$ cat config.mk
export PLATFORM = sky130hd
export DESIGN_NAME = single_iamax_ctrl
export DESIGN_NICKNAME = d
export VERILOG_FILES = /design/src/rtl/single_pkg.sv /design/src/rtl/single_abs_gt.sv /design/src/rtl/single_iamax_ctrl.sv
export SDC_FILE = /design/constraint.sdc
export NUM_CORES = 1
export LEC_CHECK = 0
export ABC_AREA = 1
export CAP_MARGIN = 10
export CORE_UTILIZATION = 41
export DETAILED_ROUTE_END_ITERATION = 16
export DONT_BUFFER_PORTS = 1
export GPL_TIMING_DRIVEN = 0
export PLACE_DENSITY = 0.53
export REMOVE_ABC_BUFFERS = 1
export SLEW_MARGIN = 0
export SYNTH_ARGS = -nofsm -noshare
export SYNTH_HDL_FRONTEND = slang
export SYNTH_SLANG_ARGS = --single-unit
$ cat constraint.sdc
create_clock -name clk -period 3.08 [get_ports clk]
set_input_delay 0.77 -clock clk [delete_from_list [all_inputs] [get_ports clk]]
set_output_delay 0.77 -clock clk [all_outputs]
set_load 0.01 [all_outputs]
$ cat src/rtl/single_pkg.sv
// single_pkg: shared IEEE-754 single-precision field definitions and the
// iamax controller state type.
//
// Contents:
//   SGL_* constants   field boundaries of a single-precision word
//   sgl_t             packed view {sign, exp, man}
//   iamax_state_t     controller states IDLE / RUN / DONE
//   sgl_is_nan()      exp all-ones with a non-zero mantissa
package single_pkg;

    localparam int unsigned SGL_EXP_MSB  = 30;
    localparam int unsigned SGL_EXP_LSB  = 23;
    localparam int unsigned SGL_MAN_MSB  = 22;
    localparam logic [7:0]  SGL_EXP_ALL1 = 8'hFF;

    typedef struct packed {
        logic        sign;
        logic [7:0]  exp;
        logic [22:0] man;
    } sgl_t;

    typedef enum logic [1:0] {
        IDLE = 2'd0,
        RUN  = 2'd1,
        DONE = 2'd2
    } iamax_state_t;

    function automatic logic sgl_is_nan(input logic [31:0] v);
        sgl_t s;
        s = v;
        return (s.exp == SGL_EXP_ALL1) && (s.man != '0);
    endfunction

endpackage

$ cat src/rtl/single_abs_gt.sv
// single_abs_gt: combinational strict magnitude compare of two single-precision
// words. Sign bits are ignored; the exponent decides first, the mantissa
// breaks exponent ties. Usable by any max/min reducer.
//
// Ports:
//   a       [31:0]  reference value (e.g. running maximum)
//   b       [31:0]  candidate value
//   b_gt_a          1 when |b| > |a| strictly
module single_abs_gt
    import single_pkg::*;
(
    input  logic [31:0] a,
    input  logic [31:0] b,
    output logic        b_gt_a
);

    logic unused_sign;
    assign unused_sign = a[31] ^ b[31];

    always_comb begin
        b_gt_a = 1'b0;
        if (b[SGL_EXP_MSB:SGL_EXP_LSB] != a[SGL_EXP_MSB:SGL_EXP_LSB]) begin
            b_gt_a = b[SGL_EXP_MSB:SGL_EXP_LSB] > a[SGL_EXP_MSB:SGL_EXP_LSB];
        end else begin
            b_gt_a = b[SGL_MAN_MSB:0] > a[SGL_MAN_MSB:0];
        end
    end

endmodule

$ cat src/rtl/single_iamax_ctrl.sv
// single_iamax_ctrl: scans a streamed vector of single-precision values, one
// element per clock, and reports the 0-based index, magnitude and sign of the
// first element with the largest absolute value (isamax semantics).
//
// Configuration macro: SINGLE_IAMAX_NAN_EN
//   defined   -> the first NaN wins and is locked; adds output nan_seen
//   undefined -> pure bit-magnitude compare, no nan_seen port
//
// Ports:
//   clk, rst                  clock, asynchronous active-high reset
//   start, len                scan request and element count (IDLE only)
//   busy                      high in RUN and DONE
//   in_valid/in_ready/in_data element stream
//   out_valid/out_ready       result handshake
//   out_idx, out_max_abs,     result: index, magnitude (bit 31 = 0), sign
//   out_sign
//   nan_seen                  (macro only) a NaN was captured
module single_iamax_ctrl
    import single_pkg::*;
#(
    parameter int unsigned LEN_W = 16,
    parameter int unsigned IDX_W = LEN_W
) (
    input  logic             clk,
    input  logic             rst,
    input  logic             start,
    input  logic [LEN_W-1:0] len,
    output logic             busy,
    input  logic             in_valid,
    output logic             in_ready,
    input  logic [31:0]      in_data,
    output logic             out_valid,
    input  logic             out_ready,
    output logic [IDX_W-1:0] out_idx,
    output logic [31:0]      out_max_abs,
    output logic             out_sign
`ifdef SINGLE_IAMAX_NAN_EN
    ,
    output logic             nan_seen
`endif
);

    iamax_state_t     state_q, state_d;
    logic [LEN_W-1:0] len_q, len_d;
    logic [LEN_W-1:0] cnt_q, cnt_d;
    logic [31:0]      max_q, max_d;
    logic [IDX_W-1:0] idx_q, idx_d;
    logic             sign_q, sign_d;
    logic             gt;
    logic             better;
    logic             take;

    single_abs_gt u_abs_gt (
        .a      (max_q),
        .b      (in_data),
        .b_gt_a (gt)
    );

`ifdef SINGLE_IAMAX_NAN_EN
    logic nan_q, nan_d;
    // Once a NaN is held nothing replaces it; a new NaN beats any non-NaN.
    assign better   = !nan_q && (sgl_is_nan(in_data) || gt);
    assign nan_seen = nan_q && (state_q == DONE);
`else
    assign better = gt;
`endif

    // Element 0 always loads, so stale results never leak into a new scan.
    assign take = (cnt_q == '0) || better;

    assign busy        = (state_q != IDLE);
    assign in_ready    = (state_q == RUN);
    assign out_valid   = (state_q == DONE);
    assign out_idx     = idx_q;
    assign out_max_abs = max_q;
    assign out_sign    = sign_q;

    always_comb begin
        state_d = state_q;
        len_d   = len_q;
        cnt_d   = cnt_q;
        max_d   = max_q;
        idx_d   = idx_q;
        sign_d  = sign_q;
`ifdef SINGLE_IAMAX_NAN_EN
        nan_d   = nan_q;
`endif
        unique case (state_q)
            IDLE: begin
                if (start) begin
`ifdef SINGLE_IAMAX_NAN_EN
                    nan_d = 1'b0;
`endif
                    if (len != '0) begin
                        len_d   = len;
                        cnt_d   = '0;
                        state_d = RUN;
                    end else begin
                        idx_d   = '0;
                        max_d   = '0;
                        sign_d  = 1'b0;
                        state_d = DONE;
                    end
                end
            end
            RUN: begin
                if (in_valid) begin
                    cnt_d = cnt_q + LEN_W'(1);
                    if (take) begin
                        max_d  = {1'b0, in_data[30:0]};
                        sign_d = in_data[31];
                        idx_d  = IDX_W'(cnt_q);
`ifdef SINGLE_IAMAX_NAN_EN
                        nan_d  = sgl_is_nan(in_data);
`endif
                    end
                    // Compare against len-1 so a full-range length never needs
                    // the counter to wrap before the last beat.
                    if (cnt_q == len_q - LEN_W'(1)) begin
                        state_d = DONE;
                    end
                end
            end
            DONE: begin
                if (out_ready) begin
                    state_d = IDLE;
                end
            end
            default: state_d = IDLE;
        endcase
    end

    always_ff @(posedge clk or posedge rst) begin
        if (rst) begin
            state_q <= IDLE;
            len_q   <= '0;
            cnt_q   <= '0;
            max_q   <= '0;
            idx_q   <= '0;
            sign_q  <= 1'b0;
`ifdef SINGLE_IAMAX_NAN_EN
            nan_q   <= 1'b0;
`endif
        end else begin
            state_q <= state_d;
            len_q   <= len_d;
            cnt_q   <= cnt_d;
            max_q   <= max_d;
            idx_q   <= idx_d;
            sign_q  <= sign_d;
`ifdef SINGLE_IAMAX_NAN_EN
            nan_q   <= nan_d;
`endif
        end
    end

endmodule

==> results.txt <==
class of the tightest hold or removal check = in -> async
vias per cell = 5.06
clock tree from TritonCTS = yes
register area share after synthesis = 0.376
cell accounting for the most synthesized area = sky130_fd_sc_hd__dfrtp_1
arrival time at the worst endpoint = 3.03 ns
leakage dissipation = 2.89 nW
initial antenna violation count = 0
part of the total power dissipated in the clock network = 0.201
share of async-settable or async-resettable flops after synthesis = 1.00
remaining max-slew budget at the tightest pin = 0.295
Top Ports = 105
CTS hold repair buffers = 0
WS Path Type = reg -> reg
portion of synthesized cell area occupied by the leading cell type = 0.376
Syn Inst Count = 757
sequential share of power = 0.338
cell types with the highest counts after synthesis = 273 x sky130_fd_sc_hd__nand2_1, 82 x sky130_fd_sc_hd__dfrtp_1, 79 x sky130_fd_sc_hd__inv_1
cell area after synthesis = 5450 um2
Setup-failing EPs final = 0
Final period util = 0.908
Tmin final = 2.80 ns
starting utilization of the core area = 0.427
clock root cell = sky130_fd_sc_hd__clkbuf_16
number of distinct standard cells referenced by the synthesized netlist = 35
post-layout net count = 830
switching power summed over all nets = 2.33 mW
filler cell count in the final layout = 1,311
highest signal layer in the routed design = met4
GRT Resource Usage Total = 0.208
post-detailed-route count of antenna-violating nets = 0
post-route DRC violation count = 0
clk sinks = 82
flip-flop and latch count after synthesis = 82
Site Rows = 41
die footprint = 13,800 um2
Worst-path clk slew = 0.06 ns
via count of the first global-routing pass = 4,554
detailed router's first-iteration violation count = 279
transition at the pin with the smallest max-transition slack = 1.06 ns
Max Fanout on Critical Path = 49
Yosys warning count = 0
outcome = finished clean
Post-synth EDFFs = 0
fraction of layout cells with a size suffix above 1 = 0.0522
maximum buffer depth of the clock tree = 2
kind of end point of the critical path = flip-flop
met3 WL = 910 um
first-pass GRT wire length = 22.6 mm
buffers added on ports = 0
grt ovf = 0
number of max-slew violations in the final report = 0
count leader, synth = sky130_fd_sc_hd__nand2_1
switching share of power = 0.461
max-cap check violation count = 0
Routed met1 length = 6.06 mm
maximum level of the CTS H-tree = 3
gp weighted congestion = 0.857
hpwl dp = 9.51 mm
largest net degree at the start of global routing = 56
area after detailed placement = 5580 um2
Total Wirelength = 13.7 mm
combinational share of power = 0.461
core region area = 12,800 um2
unrepaired setup endpoints after global routing = false
first-pass iteration count of the detailed router = 5
Layout Area Growth over Synthesis = 7.73%
total number of vias = 4,651
source-to-sink clock delay at the later pin of the worst-skew pair = 0.35 ns
sort of element at the start of the critical path = flip-flop
finished layout cell area = 5870 um2
clock buffers created by TritonCTS = 9
worst-case clock skew = 0.00853 ns
Primary FF master, synth = sky130_fd_sc_hd__dfrtp_1
power per unit of standard cell area = 859 nW/um2
top post-synthesis cells by area = sky130_fd_sc_hd__dfrtp_1 38%, sky130_fd_sc_hd__nand2_1 19%, sky130_fd_sc_hd__ha_1 7.8%
die outline height = 117 um
detail-routed net length per standard cell = 14.9 um
average footprint of a synthesized cell = 7.20 um2
Max rail drop VDD = 0.000429 V
Final Total Pwr = 5.05 mW
routed wl met2 = 6.44 mm
Final TNS setup = 0 ns
Internal Pwr Total = 2.72 mW
n_diodes = 0
horizontal extent of the die = 117 um
critical path data required time = 3.31 ns
Hold Vio Cnt, Final = 0
achievable frequency = 357 MHz
==> flip-flops by register name, summed over array words and instances (netlist names) <==
| register | flops |
|---|---|
| cnt_q | 16 |
| len_q | 16 |
| out_idx | 16 |
| out_max_abs | 31 |
| out_sign | 1 |
| state_q | 2 |
==> final timing paths <==
kind / startpoint / endpoint / slack, ns / cells after the start
max: out_max_abs[14]$_DFFE_PP0P_ / out_max_abs[17]$_DFFE_PP0P_ / 0.28 / 14
min: rst / out_max_abs[29]$_DFFE_PP0P_ / 0.28 / 1
max reg2reg: out_max_abs[14]$_DFFE_PP0P_ / out_max_abs[17]$_DFFE_PP0P_ / 0.28 / 14
min reg2reg: len_q[15]$_DFFE_PP0P_ / len_q[15]$_DFFE_PP0P_ / 0.50 / 2
max in group asynchronous: rst / cnt_q[15]$_DFFE_PP0P_ / 2.19 / 2
min in group clk: len_q[15]$_DFFE_PP0P_ / len_q[15]$_DFFE_PP0P_ / 0.50 / 2
==> worst max-delay path: stages (launching register included) <==
cell and delay (ns):
sky130_fd_sc_hd__dfrtp_1 0.41, sky130_fd_sc_hd__inv_1 0.06, sky130_fd_sc_hd__ha_1 0.29, sky130_fd_sc_hd__nand2_1 0.07, sky130_fd_sc_hd__nor2_1 0.16, sky130_fd_sc_hd__nand4_1 0.19, sky130_fd_sc_hd__nor2_1 0.14, sky130_fd_sc_hd__nand2_1 0.06
sky130_fd_sc_hd__nand3_1 0.07, sky130_fd_sc_hd__nand2_1 0.08, sky130_fd_sc_hd__nand2_4 0.43, sky130_fd_sc_hd__nand2_2 0.28, sky130_fd_sc_hd__buf_12 0.26, sky130_fd_sc_hd__nand2_1 0.08, sky130_fd_sc_hd__nand2_1 0.06
==> power groups by stage <==
stage | registers (mW) | clock network (mW) | logic, mW
5_1_grt | 1.75 | 1.09 | 2.69
6_report | 1.70 | 1.02 | 2.33
3_5_place_dp | 1.72 | 0 | 2.29
4_1_cts | 1.71 | 1.05 | 2.35
2_1_floorplan | 1.64 | 0 | 1.66
3_3_place_gp | 1.71 | 0 | 2.12
==> cell usage in the layout, fill, tap and decap left out, types with 2 or more instances in the layout <==
cell / instances
sky130_fd_sc_hd__nand2_1: 272
sky130_fd_sc_hd__dfrtp_1: 82
sky130_fd_sc_hd__inv_1: 78
sky130_fd_sc_hd__nor2_1: 67
sky130_fd_sc_hd__nand3_1: 40
sky130_fd_sc_hd__nand3b_1: 34
sky130_fd_sc_hd__ha_1: 34
sky130_fd_sc_hd__a21oi_1: 19
sky130_fd_sc_hd__xor2_1: 17
sky130_fd_sc_hd__o21ai_0: 16
sky130_fd_sc_hd__clkbuf_16: 9
sky130_fd_sc_hd__nor3_1: 8
sky130_fd_sc_hd__nand4_1: 8
sky130_fd_sc_hd__o31ai_1: 8
sky130_fd_sc_hd__xnor2_1: 7
sky130_fd_sc_hd__nor2_2: 6
sky130_fd_sc_hd__o21ai_1: 6
sky130_fd_sc_hd__inv_2: 5
sky130_fd_sc_hd__nor4_1: 4
sky130_fd_sc_hd__clkinv_2: 3
sky130_fd_sc_hd__nor2_4: 2
sky130_fd_sc_hd__o211ai_1: 2
sky130_fd_sc_hd__clkbuf_8: 2
sky130_fd_sc_hd__buf_16: 2
==> through the flow <==
stage | worst slack [ns] | instances | hold slack [ns] | utilization
floorplan | -0.330 | 725 | 0.462 | -
global placement | -1.95 | 897 | 0.488 | 0.429
detailed placement | -0.360 | 901 | 0.490 | 0.437
CTS | 0.0330 | 918 | 0.282 | 0.459
global route | 0.0270 | 919 | 0.298 | 0.460
finish | 0.282 | 919 | 0.281 | 0.460
==> metal layers <==
| metal | global-route usage | vias up |
|---|---|---|
| met2 | 0.338 | 133 |
| met4 | 0.0933 | 0 |
| met5 | 0 | - |
| li1 | - | 2362 |
| met1 | 0.256 | 2136 |
| met3 | 0.0564 | 20 |
==> cell families after synthesis <==
kind of cell | count (synthesis) | synth area share
adders and majority gates | 34 | 0.0780
and+or+nand+nor | 445 | 0.356
buffers and inverters | 116 | 0.0918
other | 1 | 0.000688
AOI/OAI and AO/OA | 55 | 0.0585
xor gates and xnor gates | 24 | 0.0386
DFF | 82 | 0.376
==> layout make-up <==
| cell class | instances | area [um2] | share of cell area |
|---|---|---|---|
| Timing Repair Buffer | 5 | 97.6 | 0.0166 |
| Multi-Input combinational cell | 561 | 2920 | 0.497 |
| Sequential cell | 82 | 2050 | 0.349 |
| Clock inverter | 3 | 15.0 | 0.00256 |
| Tap cell | 172 | 215 | 0.0366 |
| Clock buffer | 12 | 256 | 0.0437 |
| Inverter | 84 | 318 | 0.0541 |
==> repair_timing <==
item                                    CTS  global route
endpoints found under the setup margin   53            43
setup buffers                             1             0
gates resized for setup                   1             0
pin swaps                                 2             1
gates cloned                              1             1
(Power assumes the default switching activity.)
